[src/rtl/led_trail_fade.sv]
// Comet-trail driver for the LED bank: any lit input LED snaps to full
// brightness, then fades out one PWM level per decay step.
module led_trail_fade #(
    parameter int WIDTH     = 16,
    parameter int PWM_BITS  = 4,
    parameter int DECAY_DIV = 1000000
) (
    input  logic             clk,
    input  logic             rst_n,
    input  logic [WIDTH-1:0] led_in,
    output logic [WIDTH-1:0] led_out,
    output logic             decay_tick
);

    localparam int DW = $clog2(DECAY_DIV);
    localparam logic [DW-1:0] DLAST = DW'(DECAY_DIV - 1);
    localparam logic [PWM_BITS-1:0] MAX = '1;

    logic [WIDTH-1:0]    led_q;
    logic [DW-1:0]       dcnt;
    logic [PWM_BITS-1:0] pcnt;
    logic [PWM_BITS-1:0] level [WIDTH];

    assign decay_tick = (dcnt == DLAST);

    always_ff @(posedge clk) begin
        if (rst_n) begin
            led_q <= '0;
            dcnt  <= '0;
            pcnt  <= '0;
        end else begin
            led_q <= led_in;
            dcnt  <= decay_tick ? '0 : dcnt + DW'(1);
            pcnt  <= pcnt + PWM_BITS'(1);
        end
    end

    // Load beats decay; level saturates at zero.
    always_ff @(posedge clk) begin
        if (rst_n) begin
            led_out <= '0;
            for (int i = 0; i < WIDTH; i++) begin
                level[i] <= '0;
            end
        end else begin
            for (int i = 0; i < WIDTH; i++) begin
                if (led_q[i]) begin
                    level[i] <= MAX;
                end else if (decay_tick && level[i] != '0) begin
                    level[i] <= level[i] - PWM_BITS'(1);
                end
                led_out[i] <= (level[i] == MAX) || (level[i] > pcnt);
            end
        end
    end

endmodule

[config.mk]
export PLATFORM = sky130hd
export DESIGN_NAME = led_trail_fade
export DESIGN_NICKNAME = d
export VERILOG_FILES = /design/src/rtl/led_trail_fade.sv
export SDC_FILE = /design/constraint.sdc
export NUM_CORES = 1
export LEC_CHECK = 0
export ABC_AREA = 1
export CAP_MARGIN = 5
export CORE_ASPECT_RATIO = 1.25
export CORE_MARGIN = 4
export CORE_UTILIZATION = 50
export DETAILED_ROUTE_END_ITERATION = 16
export PLACE_DENSITY = 0.71
export SLEW_MARGIN = 25
export SYNTH_ARGS = -nofsm -noshare
export SYNTH_HDL_FRONTEND = slang
export SYNTH_SLANG_ARGS = --single-unit
[constraint.sdc]
create_clock -name clk -period 2.15 [get_ports clk]
set_clock_uncertainty 0.2 [all_clocks]
set_input_delay 0.3225 -clock clk [delete_from_list [all_inputs] [get_ports clk]]
set_output_delay 0.3225 -clock clk [all_outputs]
set_load 0.1 [all_outputs]
Word-level counts from Yosys, hierarchy flattened
Memories as Yosys holds them, arrays and structs flattened.
Index checks and enable logic that the tools add are counted.

word-level totals
  word-level logic and storage cells = 283
  RAM bits = 64
  output and inout port bits = 17
  memories = 1
  input bits = 18
  bits in registers = 56

operators by class
  add/sub/neg operators = 18
  equality and inequality tests = 17
  mux-type cells = 146
  bitwise logic cells = 32
  reduce and logical (&&, ||, !) cells = 49
  order comparisons = 16

memories
  memory  words  bits a word  read ports  clocked after memory_dff  write ports  RTL line  RTL
  level   16     4            16          0                         16           22        logic [PWM_BITS-1:0] level [WIDTH];

operator list
  cell                                                                 count
  4-bit 2-to-1 mux                                                     32
  1-bit 2-to-1 mux                                                     114
  4-bit == test (second input constant)                                16
  4-bit > comparator                                                   16
  4-bit nonzero test                                                   16
  4-bit by 1-bit subtractor with 4-bit output (second input constant)  16
  1-bit bitwise OR                                                     32
  20-bit by 1-bit adder with 20-bit output (second input constant)     1
  20-bit == test (second input constant)                               1
  1-bit logical AND                                                    16
  1-bit logical OR                                                     16
  4-bit by 1-bit adder with 4-bit output (second input constant)       1
  2-bit OR reduction                                                   1

Longest topological paths before layout
  depth after elaboration = 7
  depth in mapped cells = 10
  depth with buffers taken out = 10

Least setup slack after synthesis
Ideal clock, no wire load.

  path type = register to register
  start point = register dcnt[0]
  end point = memory level[10][2], in the netlist level[1][10], enable pin
  slack = 0.062 ns
  data arrival time = 1.581 ns
  stages on the path, launching flop included = 9
  clock period less this slack = 2.088 ns
  buffers on the path = 1
  cell sequence = dfxtp_1 > ha_1 > nand3_2 > inv_1 > nand3_1 > nor2_2 > buf_4 > nand2_1 > nand2_1

RTL lines
  what                      RTL line  RTL
  start: declaration        20        logic [DW-1:0] dcnt;
  start signal: assignment  33        dcnt <= decay_tick ? '0 : dcnt + DW'(1);
  end: declaration          22

Final worst setup path
  start point = register dcnt[10]
  end point = output port decay_tick

on the way
  longest elaborated chain between the ends = 1

RTL lines
  what              RTL line  RTL
  20-bit == test    24        assign decay_tick = (dcnt == DLAST);
  end: declaration  12        output logic decay_tick

No other way between the ends.

==> metrics.md <==
| Metric | Value |
|---|---|
| Layout Nets | about 1,200 |
| Router iterations before antenna repair | 5 |
| Slew Limit Fails | 0 |
| Die Y | between 100 and 150 um |
| Finished Core Util | slightly above 60% |
| Largest net degree at the start of global routing | 46 |
| Flip-flop and latch count after synthesis | 120 |
| Pwr Total | just under 7 mW |
| Synth Warn # | 0 |
| Final period utilization | slightly below 100% |
| Crit path largest cell delay | around 0.32 ns |
| Vias in the first global route | between 6,000 and 7,000 |
| Critical Path Sink Type | output port |
| Hold WC Path Type | input pin to flip-flop |
| Worst Path Required | 1.63 ns |
| Clock Tree Buf Depth | 2 |
| PwrDens | 739 nW/um2 |
| Post-synthesis sequential area ratio | between 30% and 40% |
| Worst-margin pin slew | approximately 0.47 ns |
| Most common cell after layout, fill and taps aside | nand2_1 |
| Max-slew headroom | a little under 70% |
| Global-route wire length before repair | about 28,000 um |
| Post-synth net total | between 1,000 and 1,500 |
| Area grow syn2layout | 18.5% |
| Commonest cells after routing, fill and taps aside | nand2_1, inv_1, ha_1, nand4_1, nand3_1 |
| DRC violation total after the first TritonRoute iteration | ~270 |
| Final Cell Area | between 9000 and 10,000 um2 |
| Placed cell count | 1,240 |
| Peak VDD IR | ~0.51 mV |
| Total gr overflow | 0 |
| Crit Path Category | flip-flop to output port |
| Worst path cell trace | inv_1, nand2_1, nor2_2, nand3_2, nor2_4, buf_12, buf_12 |
| Vias/cell | about 5.1 |
| # port buffers | 34 |
| Initial antenna violation count | 0 |
| Total GRT Usage | approximately a fifth |
| Placed Area | 8560 um2 |
| Synth cell types | 30 |
| Final number of setup-violating endpoints | 0 |
| Mean Syn Cell Area | around 8 um2 |
| Final Hold Slack | approximately 0.15 ns |
| RSZ-0062 raised after global routing | yes |
| Total routed wirelength | roughly 16,000 um |
| WP data arrival | 1.58 ns |
| Cell Area, Synth | 7830 um2 |
| Num CTS Buffers | 17 |
| Final std cells w/o fill | ~1,300 |
| Core Area | about 15,000 um2 |
| H-tree lvl count | 4 |
| Crit-path most repeated cell | buf_12 |
| Die area | 17,700 um2 |
| Synthesized instance count | between 900 and 1,000 |
| Slowest CP cell | dfxtp_1 |
| Static leakage | between 4 and 5 nW |
| Fin crit period | roughly 2.1 ns |
| Reg clk slew, reported paths | 0.05 ns |
| GPL Wtd Cong | around 0.79 |
| CTS root buf | clkbuf_16 |
| Number of diodes | 0 |
| Detail Route Antenna Nets | 0 |
| Fmax achieved | approximately 480 MHz |
| Clock Latency Late Sink | around 0.4 ns |
| Starting Density | between 50% and 60% |
| Dpl hpwl | 11,200 um |
| # clock sinks | between 100 and 150 |
| WL per Instance | roughly 13 um |
| I/O pin cnt | 35 |
| DR DRC count | 0 |
| Status | completed |
| Startpoint types | flip-flop |
| Final Hold Vio Count | 0 |
| CTS tree | done |
| Max-cap viol count | 0 |
| Worst Path Max Fanout | 3 |
| Layout cells sized above 1 | a little over a tenth |
| Vias | around 6,500 |
| Die width | roughly 120 um |
| Row count | 50 |
per-layer routing:
layer  global-route usage [%]  part of all wire [%]  vias to the layer above  routed length, um
met1                     22.7                    44                     2978               6990
met4                     6.82                   1.5                        0                247
met2                     33.7                    51                      115               8190
li1                         -                     -                     3409                  -
met5                        0                     0                        -                  0
met3                     3.56                   3.9                       21                624
through the flow:
| step | setup slack, ns | setup TNS (ns) |
|---|---|---|
| finish | 0.0501 | 0 |
| global route | -0.0375 | -0.0375 |
| CTS | 0.00169 | 0 |
| detailed placement | 0.137 | 0 |
| global placement | 0.178 | 0 |
| floorplan | 0.0618 | 0 |
logic make-up (layout without fill, tap and decap cells):
| family | Yosys count | count (layout) | share of synthesized area (%) |
|---|---|---|---|
| compound gates | 95 | 95 | 6.20 |
| fa+ha+maj | 98 | 98 | 15.7 |
| buf+inv | 208 | 287 | 10.4 |
| flops | 120 | 120 | 38.9 |
| xor+xnor | 26 | 26 | 2.91 |
| simple gates | 445 | 445 | 26.0 |
synthesized netlist by cell type:
| cell type | instances | area, um2 |
|---|---|---|
| o21ai_0 | 33 | 165 |
| or2_2 | 3 | 18.8 |
| clkbuf_1 | 5 | 18.8 |
| nor2_1 | 73 | 274 |
| xor2_1 | 5 | 43.8 |
| nand3b_1 | 3 | 22.5 |
| nor3_4 | 1 | 16.3 |
| nor3_2 | 1 | 10.0 |
| buf_2 | 9 | 45.0 |
| o21bai_1 | 4 | 30.0 |
| buf_4 | 3 | 22.5 |
| clkinv_1 | 1 | 3.75 |
| inv_1 | 183 | 687 |
| nor2_4 | 1 | 11.3 |
| nor2_2 | 1 | 6.26 |
| nand3_2 | 4 | 40.0 |
| a21oi_1 | 57 | 285 |
| dfxtp_1 | 56 | 1120 |
| nand2_1 | 203 | 762 |
| o21ai_1 | 1 | 5.00 |
| buf_1 | 4 | 15.0 |
| nor3_1 | 1 | 5.00 |
| inv_2 | 2 | 7.51 |
| edfxtp_1 | 64 | 1920 |
| xnor2_1 | 21 | 184 |
| buf_6 | 1 | 11.3 |
| nand3_1 | 73 | 365 |
| nand2_2 | 3 | 18.8 |
| nand4_1 | 78 | 488 |
| ha_1 | 98 | 1230 |
what timing repair did:
item                                    CTS  global route
endpoints found under the setup margin    1             9
hold buffers                              0             0
resized for setup                        10             9
setup buffers                             4             2
pin swaps                                 2             2
gates cloned                              1             0
state kept, by name (all words and copies together), names as in the netlist:
register and cells:
dcnt 20, led_q 16, level 64, pcnt 4, led_out 16
where the power goes:
group	total (mW)	leakage [nW]	switching, mW	internal, mW
clock	2.85	0.296	1.00	1.85
sequential	2.72	1.12	0.124	2.60
combinational	1.29	2.95	0.852	0.440
total	6.86	4.36	1.98	4.89
worst max-delay path, delay by kind of cell (launching register included):
family,cells,cell delay (ns)
DFF,1,0.32
and+or+nand+nor,4,0.47
buffers and inverters,3,0.36
path summary, 6_finish.rpt:
kind	depth (start not counted)	from	slack, ns	endpoint
max reg2reg	7	dcnt[0]$_SDFF_PP0_	0.16	level[1][3]$_SDFFCE_PN0P_
max	7	dcnt[10]$_SDFF_PP0_	0.05	decay_tick
min	3	rst_n	0.15	led_q[0]$_SDFF_PP0_
min reg2reg	2	dcnt[17]$_SDFF_PP0_	0.28	dcnt[17]$_SDFF_PP0_
area by class of cell:
type	instances	area, um2
Multi-Input combinational cell	664	4020
Sequential cell	120	3050
Clock inverter	8	92.6
Timing Repair Buffer	69	656
Tap cell	208	260
Clock buffer	24	502
Inverter	186	698
Fill cell	1349	5920
(Power assumes the default switching activity.)
